### src/rtl/gpi_debounce.sv
// Debounces raw board inputs into clk_sys_i: 2-FF synchroniser plus per-bit stability counter.
// Optional edge pulses and sticky IRQ are built only when GPI_DEBOUNCE_EDGE_IRQ_EN is defined.
module gpi_debounce #(
  parameter int unsigned Width          = 8,
  parameter int unsigned DebounceCycles = 500000
) (
  input  logic             clk_sys_i,
  input  logic             rst_sys_ni,
  input  logic [Width-1:0] gp_raw_i,
  output logic [Width-1:0] gp_o,
  output logic [Width-1:0] rise_o,
  output logic [Width-1:0] fall_o,
  input  logic [Width-1:0] irq_mask_i,
  input  logic             irq_clr_i,
  output logic             irq_o
);

  localparam int unsigned CntWidth = $clog2(DebounceCycles + 1);
  localparam logic [CntWidth-1:0] CntMax = CntWidth'(DebounceCycles - 1);

  logic [Width-1:0]                sync1_q, sync_q;
  logic [Width-1:0]                gp_q, gp_d;
  logic [Width-1:0][CntWidth-1:0]  cnt_q, cnt_d;
  logic [Width-1:0]                upd;

  always_ff @(posedge clk_sys_i or negedge rst_sys_ni) begin
    if (!rst_sys_ni) begin
      sync1_q <= '0;
      sync_q  <= '0;
    end else begin
      sync1_q <= gp_raw_i;
      sync_q  <= sync1_q;
    end
  end

  // Any sample equal to the current output restarts that bit's count.
  always_comb begin
    gp_d  = gp_q;
    cnt_d = '0;
    upd   = '0;
    for (int i = 0; i < int'(Width); i++) begin
      if (sync_q[i] != gp_q[i]) begin
        if (cnt_q[i] == CntMax) begin
          upd[i]  = 1'b1;
          gp_d[i] = sync_q[i];
        end else begin
          cnt_d[i] = cnt_q[i] + CntWidth'(1);
        end
      end
    end
  end

  always_ff @(posedge clk_sys_i or negedge rst_sys_ni) begin
    if (!rst_sys_ni) begin
      gp_q  <= '0;
      cnt_q <= '0;
    end else begin
      gp_q  <= gp_d;
      cnt_q <= cnt_d;
    end
  end

  assign gp_o = gp_q;

`ifdef GPI_DEBOUNCE_EDGE_IRQ_EN
  logic [Width-1:0] rise_q, rise_d, fall_q, fall_d;
  logic             irq_q, irq_d, irq_set;

  always_comb begin
    rise_d  = upd & sync_q;
    fall_d  = upd & ~sync_q;
    irq_set = |((rise_d | fall_d) & irq_mask_i);
    irq_d   = irq_q;
    if (irq_set) begin
      irq_d = 1'b1;
    end else if (irq_clr_i) begin
      irq_d = 1'b0;
    end
  end

  always_ff @(posedge clk_sys_i or negedge rst_sys_ni) begin
    if (!rst_sys_ni) begin
      rise_q <= '0;
      fall_q <= '0;
      irq_q  <= 1'b0;
    end else begin
      rise_q <= rise_d;
      fall_q <= fall_d;
      irq_q  <= irq_d;
    end
  end

  assign rise_o = rise_q;
  assign fall_o = fall_q;
  assign irq_o  = irq_q;
`else
  logic unused_irq_inputs;
  assign unused_irq_inputs = ^{irq_mask_i, irq_clr_i, upd};
  assign rise_o = '0;
  assign fall_o = '0;
  assign irq_o  = 1'b0;
`endif

endmodule

### config.mk
export PLATFORM = sky130hd
export DESIGN_NAME = gpi_debounce
export DESIGN_NICKNAME = d
export VERILOG_FILES = /design/src/rtl/gpi_debounce.sv
export SDC_FILE = /design/constraint.sdc
export NUM_CORES = 1
export LEC_CHECK = 0
export BUFFER_PORTS_ARGS = -buffer_cell sky130_fd_sc_hd__buf_2
export CORE_MARGIN = 3
export CORE_UTILIZATION = 40
export CTS_CLUSTER_DIAMETER = 40
export CTS_CLUSTER_SIZE = 30
export DETAILED_ROUTE_END_ITERATION = 10
export SYNTH_ARGS = -nofsm -noshare
export SYNTH_HDL_FRONTEND = slang
export SYNTH_SLANG_ARGS = --single-unit
### constraint.sdc
create_clock -name clk_sys_i -period 3.9 [get_ports clk_sys_i]
set_input_delay 0.39 -clock clk_sys_i [delete_from_list [all_inputs] [get_ports clk_sys_i]]
set_output_delay 0.39 -clock clk_sys_i [all_outputs]
set_load 0.02 [all_outputs]
## Word-level counts from Yosys, hierarchy flattened

Index checks and enable logic that the tools add are counted.
W data, S select, Z words.

| storage, ports and cells | value |
|---|---|
| bits in registers | 176 |
| input bits | 19 |
| output and inout bits | 25 |
| word-level logic and storage cells | 66 |

| cells by class | value |
|---|---|
| add/subtract/negate cells | 8 |
| equal/unequal tests | 16 |
| mux-type cells | 16 |
| reduce and logical (&&, ||, !) cells | 8 |

Operators with widths:

| operator | count |
|---|---|
| $mux W19 | 16 |
| $add A19 B1 Y19 const B | 8 |
| $eq A19 B19 Y1 const B | 8 |
| $reduce_and A2 Y1 | 8 |
| $ne A1 B1 Y1 | 8 |

## Logic depth before layout (Yosys ltp)

Gate-level depths: netlist of run 1.

| logic depth | value |
|---|---|
| depth in word-level cells | 3 |
| gate-level depth with buffers | 6 |
| mapped depth without buffers | 5 |

## Worst setup path before layout of run 1

Ideal clock, no wire load.

| path | value |
|---|---|
| path kind | register to register |
| start point | reg cnt_q[88] (netlist name) |
| end point | reg gp_q[4] (netlist: gp_o[4]) |
| setup time | 0.125 ns |
| arrival | 1.875 ns |
| required time | 3.775 ns |
| setup slack | 1.900 ns |
| cell stages (with the launch flop) | 5 |
| buffers on the path | 0 |
| period minus slack after synthesis | 2.000 ns |
| cell sequence | dfrtp_1 -> or4_1 -> or4_4 -> nor2_1 -> mux2_2 |

| between the ends | value |
|---|---|
| cells in the longest elaborated chain, start to end | 2 |

Ends and longest elaborated chain:

| item | RTL line | RTL |
|---|---|---|
| start, declared | 23 | `logic [Width-1:0][CntWidth-1:0] cnt_q, cnt_d;` |
| start signal, assigned | 59 | `cnt_q <= cnt_d;` |
| $eq A19 B19 Y1 | 43 | `if (cnt_q[i] == CntMax) begin` |
| $reduce_and A2 Y1 (no line) | -- |  |
| end signal, assigned | 58 | `gp_q <= gp_d;` |
| end, declared | 22 | `logic [Width-1:0] gp_q, gp_d;` |

No other way between the ends.
A chain may end at the register's enable or synchronous reset.

==> run summary, run 1 <==
Detail Route Antenna Nets = 0
Sequential area share after synthesis = 51.5%
Antenna violations before repair = 0
Core outline area = 20600 sq um
Slew HR = 44.1%
Die footprint = 23200 sq um
Hold Path Class = in -> async
First-pass GRT wire length = 26800 um
Post-DP HPWL = 10200 um
Router iterations before antenna repair = 4
GRT Resource Usage Total = 13.4%
1st-iter DRT viols = 232
Post-route cell area = 9490 sq um
Min Tclk post-route = 2210 ps
Layout Cells excl Fill = 1150
Final #Nets = 894
Skew final = 11.0 ps
Comb power frac = 3.5%
Worst Max-Slew Pin Slew = 839 ps
Fin. max-slew vios = 0
Remaining routing DRC violations = 0
CTS tree = done
Routed length per instance = 13.2 um
Hold_buf cts = 0
Mean Syn Cell Area = 10.2 sq um
Switching share of power = 24.1%
Routing usage on met3 = 2.90%
Crit-path max FO = 18
CTS root buf = clkbuf_16
Inst Count DP = 1118
Vias per cell = 5.15
Final setup fails = 0
Die height = 152 um
Detailed-route wire length = 15200 um
CP endpoint kind = flip-flop
Asr flop ratio synth = 100%
CTS Buffer Depth = 2
Met1 usage = 18.7%
Status = complete, no violations
WP data arrival = 2510 ps
Seq. cell area = 4400 sq um
Area growth, synth to finish = 11.0%
Multi-input gate area = 3900 sq um
Pint = 2860 uW
Worst-path clk slew = 70 ps
Startpoint Class = flip-flop
Pleak = 0.00382 uW
Tcrit/Tclk final = 56.7%
GR Util met2 = 21.0%
Ys Warns = 0
Post-synth EDFFs = 0
Sw Pwr = 909 uW
Ant. Diodes = 0
GRT busiest layer = met2
Vias in the first global route = 5732
Unrepaired setup endpoints after global routing = no
Fmax = 0.452 GHz
Post CTS Setup Buffer Count = 0
Placed Area = 8860 sq um
CTS sink cnt = 176
Max Cap Viol = 0
Critical path class = reg -> reg
Clock share of power = 46.8%
Port bufs = 17
Fin. Hold Viols = 0
Setup TNS = 0 ps
Worst IR drop on VDD = 279 uV
# fillers = 1910
Cell Rows = 52
Primary FF master, synth = dfrtp_1
Cell variety after synth = 49
Layout cells sized above 1 = 10.5%
Cell area after synthesis = 8550 sq um
WP data required = 4190 ps
Power per Cell Area = 398 nW/um^2
Overflow after GRT = 0
Post-cts sizing count = 0
Max H-tree Level = 4
Register bit count reported by yosys = 176
Die X = 152 um
Vias = 5923
Largest net degree at the start of global routing = 106
Initial Util = 41.4%
Io pins = 44
Clk_lat worst skew = 430 ps
GPL Wtd Cong = 0.763
Seq pwr share = 49.8%
Hold slack = 32.5 ps
Num CTS Buffers = 17
Synthesized netlist cell count = 841
worst max-delay path, cell delays in order, from the launching register on:
cell and delay [ps]:
dfrtp_1 430, or4_1 540, or4_4 560, o21ai_4 440, nor2_1 110
power groups by stage:
stage | Combinational [uW] | Sequential (uW) | Clock [uW]
floorplan | 90.4 | 1910 | 0
global placement | 134 | 1910 | 0
detailed placement | 135 | 1910 | 0
CTS | 136 | 1880 | 1820
global route | 152 | 1880 | 1910
finish | 130 | 1880 | 1760
routing by layer:
layer,share of wire (%),wire [um]
met3,2.4,372
met1,52,7830
met2,45,6820
met4,1.1,163
met5,0,0
kinds of logic (layout without fill, tap and decap cells):
| family | Yosys count | count (layout) | share of synthesized area (%) |
|---|---|---|---|
| buf+inv | 55 | 78 | 3.63 |
| flops | 176 | 176 | 51.5 |
| compound gates | 83 | 83 | 6.12 |
| mux | 8 | 8 | 1.05 |
| other cells | 1 | 17 | 0.0439 |
| simple gates | 404 | 404 | 25.6 |
| xor+xnor | 106 | 106 | 10.9 |
| fa+ha+maj | 8 | 8 | 1.17 |
layout by cell type, fill, tap and decap left out, drive strengths merged, types with 18 or more instances in the layout:
| master | instances |
|---|---|
| clkbuf | 18 |
| or4 | 28 |
| nand3 | 55 |
| or3 | 27 |
| xnor2 | 63 |
| dfrtp | 176 |
| xor2 | 43 |
| nand2 | 46 |
| nor4 | 21 |
| inv | 29 |
| nor2 | 123 |
| nand4 | 38 |
| a21oi | 38 |
| buf | 22 |
| o21ai | 25 |
sequential cells by signal, summed over array words and instances (netlist names):
name	flops
cnt_q	152
gp_o	8
sync1_q	8
sync_q	8
cell type report:
| type | instances | share of cell area (%) |
|---|---|---|
| well taps | 270 | 3.56 |
| repair buffers | 23 | 1.46 |
| clock inverters | 15 | 2.07 |
| flip-flops and latches | 176 | 46.4 |
| multi-input cells | 626 | 41.1 |
| clock buffers | 17 | 4.48 |
| inverters | 23 | 0.910 |
cells in the mapped netlist, types with 7 or more instances:
library cell | n | area (sq um)
dfrtp_1 | 176 | 4400
nor2_1 | 123 | 462
xnor2_1 | 63 | 552
nand3_1 | 52 | 260
nand2_1 | 46 | 173
xor2_1 | 43 | 377
a21oi_1 | 38 | 190
nand4_1 | 36 | 225
or3_1 | 24 | 150
or4_1 | 24 | 180
inv_1 | 23 | 86.3
nor4_1 | 21 | 131
o21ai_0 | 19 | 95.1
buf_4 | 17 | 128
o31ai_1 | 16 | 120
nor3_1 | 14 | 70.1
and4_1 | 12 | 105
and3_1 | 9 | 56.3
ha_1 | 8 | 100
mux2_2 | 8 | 90.1
and2_1 | 7 | 43.8
stage by stage:
stage / power [uW] / setup slack [ps] / utilization [%]
5_1_grt: 3940 / 1570 / 46.0
2_1_floorplan: 2000 / 1900 / -
3_5_place_dp: 2050 / 1670 / 43.0
3_3_place_gp: 2050 / 1700 / 43.0
6_report: 3770 / 1690 / 46.0
4_1_cts: 3840 / 1670 / 46.0
path summary, 6_finish.rpt:
kind | slack (ps) | start | cells after the start | end
max | 1690 | cnt_q[88]$_DFF_PN0_ | 4 | cnt_q[88]$_DFF_PN0_
min | 30 | rst_sys_ni | 1 | cnt_q[50]$_DFF_PN0_
max reg2reg | 1690 | cnt_q[88]$_DFF_PN0_ | 4 | cnt_q[88]$_DFF_PN0_
min reg2reg | 350 | sync1_q[4]$_DFF_PN0_ | 0 | sync_q[4]$_DFF_PN0_
max in group asynchronous | 2970 | rst_sys_ni | 2 | cnt_q[67]$_DFF_PN0_
min in group clk_sys_i | 60 | gp_raw_i[6] | 1 | sync1_q[6]$_DFF_PN0_
No activity file was read; power rests on OpenSTA's default activity.
==> run 2, diff against run 1 <==
ABC_AREA = 1   (was unset)
clock period = 2 ns   (was 3.9 ns; I/O delays follow)
==> run summary, run 2 <==
Crit-path max FO = 5
Synthesized netlist cell count = 1325
WP data arrival = 1890 ps
Initial Util = 40.9%
First-pass GRT wire length = 34800 um
Post-route cell area = 11200 sq um
Core outline area = 24500 sq um
Layout Cells excl Fill = 1708
Startpoint Class = flip-flop
Simple-Gate Fraction of Synth Area = 37.9%
Max H-tree Level = 4
Largest net degree at the start of global routing = 57
WP data required = 2350 ps
Router iterations before antenna repair = 4
Fmax = 0.648 GHz
Sequential area share after synthesis = 44.0%
Detail Route Antenna Nets = 0
Crit-path cells = ha_1 -> nand2_1 -> nor2_1 -> inv_1 -> nor2_2 -> a21oi_2 -> inv_2 -> nor2_1
Compound-Gate Fraction of Synth Area = 2.95%
Mux share of post-synthesis cell area = 0%
CTS Buffer Depth = 2
Inst Count DP = 1667
Placed Area = 10500 sq um
Vias = 7883
Mean Syn Cell Area = 7.56 sq um
Slowest CP cell = dfrtp_1
Largest family of logic cells by synthesized area = simple AND/OR/NAND/NOR gates
Fin. Hold Viols = 0
Register bit count reported by yosys = 176
Most common cell after layout, fill and taps aside = nor2_1
Power per Cell Area = 651 nW/um^2
Area growth, synth to finish = 11.6%
Crit path top cell by count = nor2_1
Cell variety after synth = 33
Top post-synthesis cells by count = 365 x nor2_1, 239 x nand2_1, 176 x dfrtp_1
Fin. max-slew vios = 0
Hold Path Class = in -> async
Final #Nets = 1398
Share of the synthesized area in the top cell type = 44.0%
Reg with most FFs = cnt_q
Worst IR drop on VDD = 483 uV
CTS tree = done
Post-cts sizing count = 0
RR Startpoint = cnt_q[19]$_DFF_PN0_
Remaining routing DRC violations = 0
Ranking of synthesized cells by area = dfrtp_1 44%, nor2_1 14%, nand2_1 9.0%
Pleak = 0.00481 uW
Post-DP HPWL = 14300 um
Status = complete, no violations
Antenna violations before repair = 0
Io pins = 44
Ant. Diodes = 0
Die X = 164 um
Die height = 164 um
Synth Area in Adders = 1.00%
Die footprint = 27000 sq um
Vias per cell = 4.62
Critical path class = reg -> reg
CP Launch Point = cnt_q[19]$_DFF_PN0_
Commonest cells after routing, fill and taps aside = 365 x nor2_1, 239 x nand2_1, 176 x dfrtp_1, 126 x inv_1, 108 x nand3_1
Overflow after GRT = 0
Max incr delay on CP = 400 ps
Asr flop ratio synth = 100%
XOR/XNOR share of the synthesized area = 7.27%
GPL Wtd Cong = 0.852
Cell area after synthesis = 10000 sq um
Vias in the first global route = 7591
Min Tclk post-route = 1540 ps
Post-synth EDFFs = 0
Port bufs = 17
Cell Rows = 57
Unrepaired setup endpoints after global routing = no
Primary FF master, synth = dfrtp_1
Synth area leader = dfrtp_1
CP endpoint kind = flip-flop
GRT Resource Usage Total = 15.6%
# fillers = 2414
Final setup fails = 0
Ys Warns = 0
Num CTS Buffers = 17
CTS root buf = clkbuf_16
1st-iter DRT viols = 330
Number of flip-flops in the largest register = 152
Clk_lat worst skew = 430 ps
Most common cell in the netlist = nor2_1
Tcrit/Tclk final = 77.1%
Max Cap Viol = 0
Worst-path clk slew = 70 ps
Setup TNS = 0 ps
CTS sink cnt = 176
Skew final = 10.8 ps
Detailed-route wire length = 19500 um
Layout cells sized above 1 = 12.4%
Routed length per instance = 11.4 um
## run 2: changes by cell type after synthesis, moves of 23 or more
cell	change
nor2_4	+24
or3_1	-24
nand4_1	-23
or4_1	-24
inv_1	+103
nor2_2	+23
nand2_2	+30
nand3_1	+56
xnor2_1	-38
nor2_1	+242
nand2_1	+193
## run 2: where the power goes
group	internal (uW)	switching (uW)	total (uW)
clock network	1910	1430	3340
logic	82.2	207	289
registers	3610	37.8	3650
total	5610	1670	7280
## run 2: repair_timing
action                                  CTS  global route
endpoints found under the setup margin    0             0
hold endpoints to repair                 59             0
hold buffers                              9             0
buffers inserted                          0             0
## run 2: worst max-delay path, delay by kind of cell, from the launching register on
kind / cells / cell delay [ps]
DFF: 1 / 400
and+or+nand+nor: 4 / 350
AOI/OAI and AO/OA: 1 / 300
adders and majority gates: 1 / 220
buffers and inverters: 2 / 200
## run 2: worst paths after layout
check / slack (ps) / end / cells past startpoint
setup / recovery: 460 / cnt_q[22]$_DFF_PN0_ / 8
hold / removal: 310 / cnt_q[72]$_DFF_PN0_ / 2
setup reg to reg: 460 / cnt_q[22]$_DFF_PN0_ / 8
hold reg to reg: 340 / sync_q[3]$_DFF_PN0_ / 0
max in group asynchronous: 1050 / cnt_q[137]$_DFF_PN0_ / 3
min in group clk_sys_i: 340 / sync_q[3]$_DFF_PN0_ / 0
## run 2: layer usage
layer / GRT usage, % / vias to the layer above / routed length, um
met1: 21.3 / 3610 / 9680
met2: 25.3 / 89 / 9080
met4: 5.31 / 0 / 281
met3: 2.40 / 23 / 463
met5: 0 / - / 0
li1: - / 4161 / -
## run 2: cells by family (layout without fill, tap and decap cells)
logic type | after synthesis | in the layout
AOI/OAI and AO/OA | 56 | 56
xor gates and xnor gates | 78 | 78
adders and majority gates | 8 | 8
buffers and inverters | 166 | 209
DFF | 176 | 176
other | 1 | 17
and+or+nand+nor | 840 | 840
## run 2: per-stage QoR
| stage | util (%) | hold slack (ps) | total power (uW) | setup WS, ps |
|---|---|---|---|---|
| final | 45.7 | 309 | 7280 | 457 |
| after global routing | 45.7 | 338 | 7600 | 357 |
| after CTS | 45.7 | 315 | 7400 | 449 |
| after detailed placement | 42.9 | 215 | 4010 | 477 |
| after global placement | 42.9 | 207 | 4000 | 504 |
| after floorplan | - | -95.6 | 3890 | 729 |
## run 2: cell type report
| cell class | count | area, sq um | share of cell area (%) |
|---|---|---|---|
| multi-input cells | 999 | 4980 | 44.6 |
| flip-flops and latches | 176 | 4400 | 39.4 |
| inverters | 145 | 544 | 4.87 |
| clock buffers | 19 | 453 | 4.05 |
| well taps | 324 | 405 | 3.63 |
| repair buffers | 32 | 254 | 2.27 |
| clock inverters | 13 | 135 | 1.21 |
==> run 3, diff against run 2 <==
clock period = 1.6 ns   (was 2 ns; I/O delays follow)
==> run summary, run 3 (synthesis results as in run 2) <==
Power per Cell Area = 832 nW/um^2
RR Startpoint = cnt_q[19]$_DFF_PN0_
Post CTS Setup Buffer Count = 0
Vias in the first global route = 7457
Die X = 164 um
Fmax = 0.700 GHz
CP endpoint kind = flip-flop
Final #Nets = 1403
Clk_lat worst skew = 420 ps
Commonest cells after routing, fill and taps aside = 362 x nor2_1, 238 x nand2_1, 176 x dfrtp_1, 126 x inv_1, 108 x nand3_1
CTS sink cnt = 176
Fin. Hold Viols = 0
Ant. Diodes = 0
Port bufs = 17
Io pins = 44
Crit-path max FO = 3
1st-iter DRT viols = 244
Number of flip-flops in the largest register = 152
Vias = 7945
Max H-tree Level = 4
Cell Rows = 57
GRT Resource Usage Total = 15.5%
Post-layout util = 46.1%
Overflow after GRT = 0
Initial Util = 40.9%
Hold Path Class = in -> async
Inst Count DP = 1672
WP data required = 1910 ps
WP data arrival = 1730 ps
R2R Setup Slk = 170 ps
CTS root buf = clkbuf_16
Setup TNS = 0 ps
Max Cap Viol = 0
Layout Cells excl Fill = 1712
Remaining routing DRC violations = 0
Min Tclk post-route = 1430 ps
Reg with most FFs = cnt_q
Skew final = 13.2 ps
Detailed-route wire length = 19500 um
Unrepaired setup endpoints after global routing = no
Status = complete, no violations
Num CTS Buffers = 17
Fin. max-slew vios = 0
Die footprint = 27000 sq um
CTS Buffer Depth = 2
Slew HR = 64.7%
Pleak = 0.00486 uW
Vias per cell = 4.64
Detail Route Antenna Nets = 0
Core outline area = 24500 sq um
Layout cells sized above 1 = 12.8%
Router iterations before antenna repair = 5
FF-to-FF path depth = 8
Post-route cell area = 11300 sq um
Largest net degree at the start of global routing = 45
CTS tree = done
Worst IR drop on VDD = 541 uV
Antenna violations before repair = 0
First-pass GRT wire length = 34200 um
Routed length per instance = 11.4 um
Tcrit/Tclk final = 89.3%
GPL Wtd Cong = 0.843
RR Endpoint = cnt_q[37]$_DFF_PN0_
Worst Max-Slew Pin Slew = 526 ps
Area growth, synth to finish = 12.7%
Final setup fails = 0
Worst-path clk slew = 70 ps
Critical path class = reg -> reg
Most common cell after layout, fill and taps aside = nor2_1
Startpoint Class = flip-flop
Placed Area = 10500 sq um
Post-DP HPWL = 14400 um
Die height = 164 um
run 3: cell types whose count changed in the layout (fill, tap and decap cells not counted), moves of 2 or more:
| cell | before | now |
|---|---|---|
| bufinv_16 | 2 | 4 |
| clkinv_2 | 5 | 3 |
| nor2_2 | 23 | 26 |
| nor2_1 | 365 | 362 |
| buf_4 | 4 | 8 |
| inv_6 | 3 | 0 |
run 3: worst max path at each step:
stage,to,from,slack [ps]
floorplan,cnt_q[94]$_DFF_PN0_,cnt_q[76]$_DFF_PN0_,330
global placement,cnt_q[19]$_DFF_PN0_,cnt_q[19]$_DFF_PN0_,120
detailed placement,cnt_q[22]$_DFF_PN0_,cnt_q[19]$_DFF_PN0_,70
CTS,cnt_q[22]$_DFF_PN0_,cnt_q[19]$_DFF_PN0_,70
global route,cnt_q[56]$_DFF_PN0_,cnt_q[38]$_DFF_PN0_,20
finish,cnt_q[37]$_DFF_PN0_,cnt_q[19]$_DFF_PN0_,170
run 3: metal layers:
metal | wire, um | part of all wire [%] | vias up | track usage, %
met5 | 0 | 0 | - | 0
met4 | 175 | 0.90 | 0 | 3.61
met3 | 528 | 2.7 | 12 | 3.05
met2 | 9300 | 48 | 88 | 25.7
met1 | 9550 | 49 | 3675 | 20.8
li1 | - | - | 4170 | -
run 3: final cells by class:
cell class | count | area, sq um
clock inverters | 10 | 159
fillers | 2466 | 13200
clock buffers | 21 | 470
repair buffers | 37 | 304
well taps | 324 | 405
flip-flops and latches | 176 | 4400
multi-input cells | 999 | 5000
inverters | 145 | 544
run 3: metrics by stage:
step	power [uW]	worst slack (ps)	hold slack, ps
detailed placement	5010	73.7	132
floorplan	4860	329	-136
CTS	9540	66.8	241
global placement	5010	117	131
finish	9380	172	232
global route	9780	17.0	268
run 3: timing repair:
| action | in CTS | in global routing |
|---|---|---|
| hold buffers | 9 | 0 |
| endpoints found under the hold margin | 46 | 0 |
| setup endpoints to repair | 0 | 14 |
| resized for setup | 0 | 5 |
run 3: report_power, final:
group | leakage, uW | internal, uW | total, uW | switching (uW)
logic | 0.00215 | 110 | 368 | 258
registers | 0.00240 | 4520 | 4560 | 47.1
clock network | 0.000305 | 2730 | 4450 | 1720
total | 0.00486 | 7360 | 9380 | 2030
run 3: worst max-delay path, stage by stage (launching register included):
cell	delay, ps
dfrtp_1	390
ha_1	180
nand2_1	90
nor2_1	200
nand2_2	120
nor2_2	140
nand3_1	80
nand2_1	70
nor2_1	40
